$ cat config.mk
export PLATFORM = sky130hd
export DESIGN_NAME = regfile_write_arbiter
export DESIGN_NICKNAME = d
export VERILOG_FILES = /design/src/rtl/regfile_write_arbiter.sv
export SDC_FILE = /design/constraint.sdc
export NUM_CORES = 1
export LEC_CHECK = 0
export ABC_AREA = 1
export ABC_CLOCK_PERIOD_IN_PS = 3700
export BUFFER_PORTS_ARGS = -buffer_cell sky130_fd_sc_hd__buf_2
export CORE_MARGIN = 3
export CORE_UTILIZATION = 40
export DETAILED_ROUTE_END_ITERATION = 12
export PLACE_DENSITY = 0.67
export SLEW_MARGIN = 5
export SYNTH_ARGS = -nofsm -noshare
export SYNTH_HDL_FRONTEND = slang
export SYNTH_SLANG_ARGS = --single-unit
$ cat constraint.sdc
create_clock -name i_clk -period 3.7 [get_ports i_clk]
set_input_delay 0.74 -clock i_clk [delete_from_list [all_inputs] [get_ports i_clk]]
set_output_delay 0.74 -clock i_clk [all_outputs]
set_load 0.01 [all_outputs]
$ cat src/rtl/regfile_write_arbiter.sv
// Shares the register-file write port between pipeline writeback (priority) and buffered NoC writes.
// Optional same-cycle NI bypass when the buffer is empty is enabled by defining RFARB_BYPASS_EN.
module regfile_write_arbiter #(
    parameter int DATA_W     = 32,
    parameter int ADDR_W     = 5,
    parameter int FIFO_DEPTH = 4,
    parameter int MAX_STARVE = 8
) (
    input  logic                          i_clk,
    input  logic                          i_rst,
    input  logic                          i_wb_we,
    input  logic [ADDR_W-1:0]             i_wb_rd,
    input  logic [DATA_W-1:0]             i_wb_wd,
    input  logic                          i_ni_valid,
    input  logic [ADDR_W-1:0]             i_ni_rd,
    input  logic [DATA_W-1:0]             i_ni_wd,
    output logic                          o_ni_ready,
    output logic                          o_rf_we,
    output logic [ADDR_W-1:0]             o_rf_rd,
    output logic [DATA_W-1:0]             o_rf_wd,
    output logic                          o_stall_req,
    output logic [$clog2(FIFO_DEPTH):0]   o_ni_pending
);

    localparam int PTR_W = (FIFO_DEPTH > 1) ? $clog2(FIFO_DEPTH) : 1;
    localparam int CNT_W = $clog2(FIFO_DEPTH) + 1;
    localparam int STV_W = $clog2(MAX_STARVE + 1);

    typedef enum logic [1:0] {
        ST_IDLE  = 2'd0,
        ST_PEND  = 2'd1,
        ST_STALL = 2'd2
    } state_t;

    logic [ADDR_W-1:0] r_fifo_rd [FIFO_DEPTH];
    logic [DATA_W-1:0] r_fifo_wd [FIFO_DEPTH];
    logic [PTR_W-1:0]  r_head;
    logic [PTR_W-1:0]  r_tail;
    logic [CNT_W-1:0]  r_count;
    logic [STV_W-1:0]  r_starve;
    state_t            r_state;

    logic              w_fifo_empty;
    logic              w_fifo_full;
    logic              w_pop;
    logic              w_push;
    logic              w_bypass;
    logic              w_ni_ready;
    logic              w_sel_we;
    logic [ADDR_W-1:0] w_sel_rd;
    logic [DATA_W-1:0] w_sel_wd;
    logic [CNT_W-1:0]  w_count_nxt;
    logic [STV_W-1:0]  w_starve_nxt;
    state_t            w_state_nxt;

    // Handshake and grant: writeback wins, then FIFO head, then (optionally) the live NI request.
    always_comb begin
        w_fifo_empty = (r_count == {CNT_W{1'b0}});
        w_fifo_full  = (r_count == CNT_W'(FIFO_DEPTH));
        // Discarded entries must not reach the register file while reset is held.
        w_pop        = !i_rst && !i_wb_we && !w_fifo_empty;
`ifdef RFARB_BYPASS_EN
        w_bypass     = !i_rst && !i_wb_we && w_fifo_empty && i_ni_valid;
`else
        w_bypass     = 1'b0;
`endif
        w_ni_ready   = !i_rst && (!w_fifo_full || w_pop);
        w_push       = i_ni_valid && w_ni_ready && !w_bypass;
        w_count_nxt  = r_count + CNT_W'(w_push) - CNT_W'(w_pop);

        w_sel_we = 1'b0;
        w_sel_rd = {ADDR_W{1'b0}};
        w_sel_wd = {DATA_W{1'b0}};
        if (i_wb_we) begin
            w_sel_we = 1'b1;
            w_sel_rd = i_wb_rd;
            w_sel_wd = i_wb_wd;
        end else if (w_pop) begin
            w_sel_we = 1'b1;
            w_sel_rd = r_fifo_rd[r_head];
            w_sel_wd = r_fifo_wd[r_head];
        end else if (w_bypass) begin
            w_sel_we = 1'b1;
            w_sel_rd = i_ni_rd;
            w_sel_wd = i_ni_wd;
        end else begin
            w_sel_we = 1'b0;
        end
    end

    assign o_ni_ready   = w_ni_ready;
    // r0 is hardwired zero: the grant is consumed but never written.
    assign o_rf_we      = w_sel_we && (w_sel_rd != {ADDR_W{1'b0}});
    assign o_rf_rd      = w_sel_rd;
    assign o_rf_wd      = w_sel_wd;
    assign o_stall_req  = (r_state == ST_STALL);
    assign o_ni_pending = r_count;

    // FIFO storage; contents are don't-care while the entry is not counted.
    always_ff @(posedge i_clk) begin
        if (w_push) begin
            r_fifo_rd[r_tail] <= i_ni_rd;
            r_fifo_wd[r_tail] <= i_ni_wd;
        end
    end

    // Starvation FSM next-state: count blocked cycles, request a stall after MAX_STARVE of them.
    always_comb begin
        w_state_nxt  = r_state;
        w_starve_nxt = r_starve;
        case (r_state)
            ST_IDLE: begin
                w_starve_nxt = {STV_W{1'b0}};
                if (w_count_nxt != {CNT_W{1'b0}}) begin
                    w_state_nxt = ST_PEND;
                end else begin
                    w_state_nxt = ST_IDLE;
                end
            end
            ST_PEND: begin
                if (w_pop) begin
                    w_starve_nxt = {STV_W{1'b0}};
                    w_state_nxt  = (w_count_nxt == {CNT_W{1'b0}}) ? ST_IDLE : ST_PEND;
                end else if (r_starve == STV_W'(MAX_STARVE - 1)) begin
                    w_state_nxt  = ST_STALL;
                end else begin
                    w_starve_nxt = r_starve + STV_W'(1);
                end
            end
            ST_STALL: begin
                if (w_pop) begin
                    w_starve_nxt = {STV_W{1'b0}};
                    w_state_nxt  = (w_count_nxt == {CNT_W{1'b0}}) ? ST_IDLE : ST_PEND;
                end else begin
                    w_state_nxt  = ST_STALL;
                end
            end
            default: begin
                w_state_nxt  = ST_IDLE;
                w_starve_nxt = {STV_W{1'b0}};
            end
        endcase
    end

    // Pointer, occupancy and FSM state registers.
    always_ff @(posedge i_clk) begin
        if (i_rst) begin
            r_head   <= {PTR_W{1'b0}};
            r_tail   <= {PTR_W{1'b0}};
            r_count  <= {CNT_W{1'b0}};
            r_starve <= {STV_W{1'b0}};
            r_state  <= ST_IDLE;
        end else begin
            if (w_push) begin
                r_tail <= r_tail + PTR_W'(1);
            end
            if (w_pop) begin
                r_head <= r_head + PTR_W'(1);
            end
            r_count  <= w_count_nxt;
            r_starve <= w_starve_nxt;
            r_state  <= w_state_nxt;
        end
    end

endmodule

==> flow_summary.rst <==
.. list-table::
   :header-rows: 1

   * - Metric
     - Value
   * - Final setup fails
     - 0
   * - Number of diodes added for antenna fixing
     - 0
   * - Placed wire-length estimate after detailed placement
     - 9.499 mm
   * - Clock tree from TritonCTS
     - built
   * - Area contributors post-synth
     - edfxtp_1 64%, nand2_1 13%, nand3_1 8.5%
   * - Clock root buffer
     - clkbuf_16
   * - Placeable core region
     - 16,760 um2
   * - GRT Total Usage
     - 0.1683
   * - Dpl ws
     - 635.9 ps
   * - Maximum number of pins on one net before global-route repair
     - 75
   * - Initial DRC count
     - 329
   * - Number of vias per cell after detailed routing
     - 4.814
   * - Multiplexer fraction of the synthesized cell area
     - 0
   * - Unrepaired setup endpoints after global routing
     - no
   * - Worst-case clock buffer depth
     - 2
   * - Critical path, cell by cell
     - inv_2 > buf_4 > nand2_1 > nand3_1 > nand3_1 > nand2_1 > buf_2
   * - Die footprint
     - 18,880 um2
   * - Run status
     - finished clean
   * - Worst clock skew
     - 8.337 ps
   * - Area delta synth->final
     - 22.48%
   * - Final weighted congestion in routability-driven placement
     - 0.7851
   * - Post-route setup slack
     - 660.9 ps
   * - Slew Viols, Final
     - 0
   * - Leakage
     - 3.485 nW
   * - Share of the synthesized area in the top cell type
     - 0.6434
   * - Actual slew at the worst max-slew pin
     - 805.8 ps
   * - Remaining max-slew budget at the tightest pin
     - 0.4628
   * - Number of top-level pins
     - 121
   * - Shortest clock period the worst path allows after layout
     - 3039 ps
   * - Cell taking the most area after synthesis
     - edfxtp_1
   * - Cell count after placement
     - 969
   * - Post-route DRC violation count
     - 0
   * - Total number of vias
     - 4,819
   * - Crit Path Class
     - reg2out
   * - Setup crit end kind
     - output pin
   * - Arrival time at the worst endpoint
     - 2300 ps
   * - Synthesis warning total
     - 0
   * - Core occupancy in the finished layout
     - 0.5048
   * - Number of H-tree levels
     - 4
   * - Post-synthesis compound-gate area fraction
     - 0.01558
   * - Number of non-filler instances in the completed layout
     - 1,001
   * - Number of hold violations in the final report
     - 0
   * - Maximum resistive drop on vdd
     - 0.5308 mV
   * - Post-CTS Setup Inserts
     - 0
   * - Total power
     - 5.047 mW
   * - XOR/XNOR Fraction of Synth Area
     - 0
   * - Initial cell density of the core
     - 0.4122
   * - Adder-cell share of the synthesized area
     - 0.02282
   * - Number of hold buffers added after CTS
     - 0
   * - Share of the clock period used by the worst path
     - 0.8214
   * - Fin nets
     - 858
   * - Router iterations before antenna repair
     - 4
   * - Mean area per synthesized cell
     - 10.66 um2
   * - Number of input and output port buffers inserted
     - 120
   * - Post-CTS clock slew at the launch and capture registers of the worst setup and hold paths
     - 60 ps
   * - DRT antenna net count
     - 0
   * - Cell at the slowest stage of the critical path
     - inv_2
   * - Largest family of logic cells by synthesized area
     - simple AND/OR/NAND/NOR gates
   * - Clock latency on the worst-skew pair
     - 420 ps
   * - Max-cap violations
     - 0
   * - Gate count after technology mapping
     - 648
   * - Crit-path max cell delay
     - 560 ps
   * - Overall overflow remaining after global route
     - 0
   * - Maximum operating frequency
     - 329.0 MHz
   * - Wire length of the first global-routing pass
     - 23.91 mm
   * - Area of the mapped netlist
     - 6908 um2
   * - Number of rows in the core area
     - 47
   * - Share of post-route cells with drive strength above 1
     - 0.2266
   * - Sum of negative setup slack
     - 0 ps
   * - Width of the die
     - 137.4 um
   * - Num CTS Buffers
     - 17
   * - Total wirelength of the detailed-routed design
     - 15.21 mm
   * - Number of clock sinks seen by CTS
     - 163
   * - Share of the yosys chip area belonging to registers
     - 0.6868
   * - Area fraction in and, or, nand and nor cells after synthesis
     - 0.2335
   * - Kind of launch point of the worst setup path
     - flop
   * - FILL cells
     - 1,511
   * - Number of nets produced by synthesis
     - 738
   * - Crit path required time
     - 2960 ps
   * - Total power density per cell area
     - 596.5 nW/um2
   * - Routed WL per cell
     - 15.19 um
   * - Antenna violations before repair
     - 3
   * - Vias in the first global route
     - 4,602
   * - Worst hold path type
     - reg2reg
   * - Number of distinct library cells after synthesis
     - 21
   * - Post-synthesis sequential element count
     - 163
   * - Largest driver fanout on the critical path
     - 43
   * - Height of the die
     - 137.4 um
   * - Count of instances resized after the clock tree is built
     - 0
-- cell families after synthesis --
| family | after synthesis |
|---|---|
| AO/OA/AOI/OAI | 19 |
| adder cells (fa/ha/maj) | 12 |
| buffers and inverters | 68 |
| flip-flops | 163 |
| AND/OR/NAND/NOR | 386 |
-- cell usage in the layout, fill, tap and decap left out, types with 3 or more instances in the layout --
cell         n
nand3_1    117
clkbuf_16   17
buf_4       12
a21oi_1      9
buf_2      120
nor2_4       4
nand2_1    246
inv_6        3
bufinv_16    7
inv_2        4
o21ai_0      8
edfxtp_1   148
nor2_1      14
dfxtp_1     13
inv_1       33
ha_1        11
-- cell usage after synthesis --
master    instances
a21oi_1           9
a21oi_4           1
a31oi_1           1
and2_1            1
buf_1             8
buf_2             6
buf_6             3
clkbuf_1         14
dfxtp_1          15
edfxtp_1        148
fa_1              1
ha_1             11
inv_1            34
inv_2             3
nand2_1         246
nand2_2           2
nand3_1         117
nand3_2           1
nand3b_1          1
nor2_1           18
o21ai_0           8
-- layout make-up --
cell class | instances | area, um2 | share of cell area
clock inverter | 15 | 275.3 | 0.03253
inverter | 37 | 138.9 | 0.01642
multi-input combinational | 417 | 1908 | 0.2255
sequential | 163 | 4747 | 0.5611
clock buffer | 17 | 425.4 | 0.05028
tap | 220 | 275.3 | 0.03253
timing repair buffer | 132 | 690.7 | 0.08163
-- per-layer routing --
metal  GRT usage  routed length [um]  vias up
met5           0                  34        -
met4     0.03936                 138        6
met3     0.05223                1007       19
met2      0.2779                7309      139
met1      0.2182                6718     2221
li1            -                   -     2434
-- sequential cells by signal (all words and copies together), names as in the netlist, named ones only --
| signal | flops |
|---|---|
| o_ni_pending | 3 |
| r_fifo_rd | 20 |
| r_fifo_wd | 128 |
| r_head | 2 |
| r_starve | 4 |
| r_state | 2 |
| r_tail | 2 |
-- critical path, delay by kind of cell, from the launching register on --
| kind | cells | cell delay [ps] |
|---|---|---|
| buf+inv | 3 | 1150 |
| flops | 1 | 320 |
| simple gates | 4 | 390 |
-- report_power, final --
group	total, mW	switching (mW)	internal [mW]
combinational	0.838	0.556	0.282
clock	2.06	0.714	1.34
sequential	2.15	0.0484	2.10
-- worst paths after layout --
| path | cells after the start | slack, ps | endpoint | from |
|---|---|---|---|---|
| setup / recovery | 7 | 660 | o_rf_wd[25] | flop |
| hold / removal | 2 | 470 | flop | r_head[1]$_SDFFE_PP0P_ |
| setup reg to reg | 15 | 1040 | r_state[0]$_SDFFE_PP0P_ | o_ni_pending[1]$_SDFF_PP0_ |
| hold reg to reg | 2 | 470 | flop | r_head[1]$_SDFFE_PP0P_ |
-- through the flow --
step	instance area [um2]	hold slack (ps)
6_report	8461	471.4
2_1_floorplan	6908	435.6
5_1_grt	8461	501.7
3_3_place_gp	7760	439.9
4_1_cts	8461	472.8
3_5_place_dp	7760	464.5
Power figures use the tool's default switching activity.
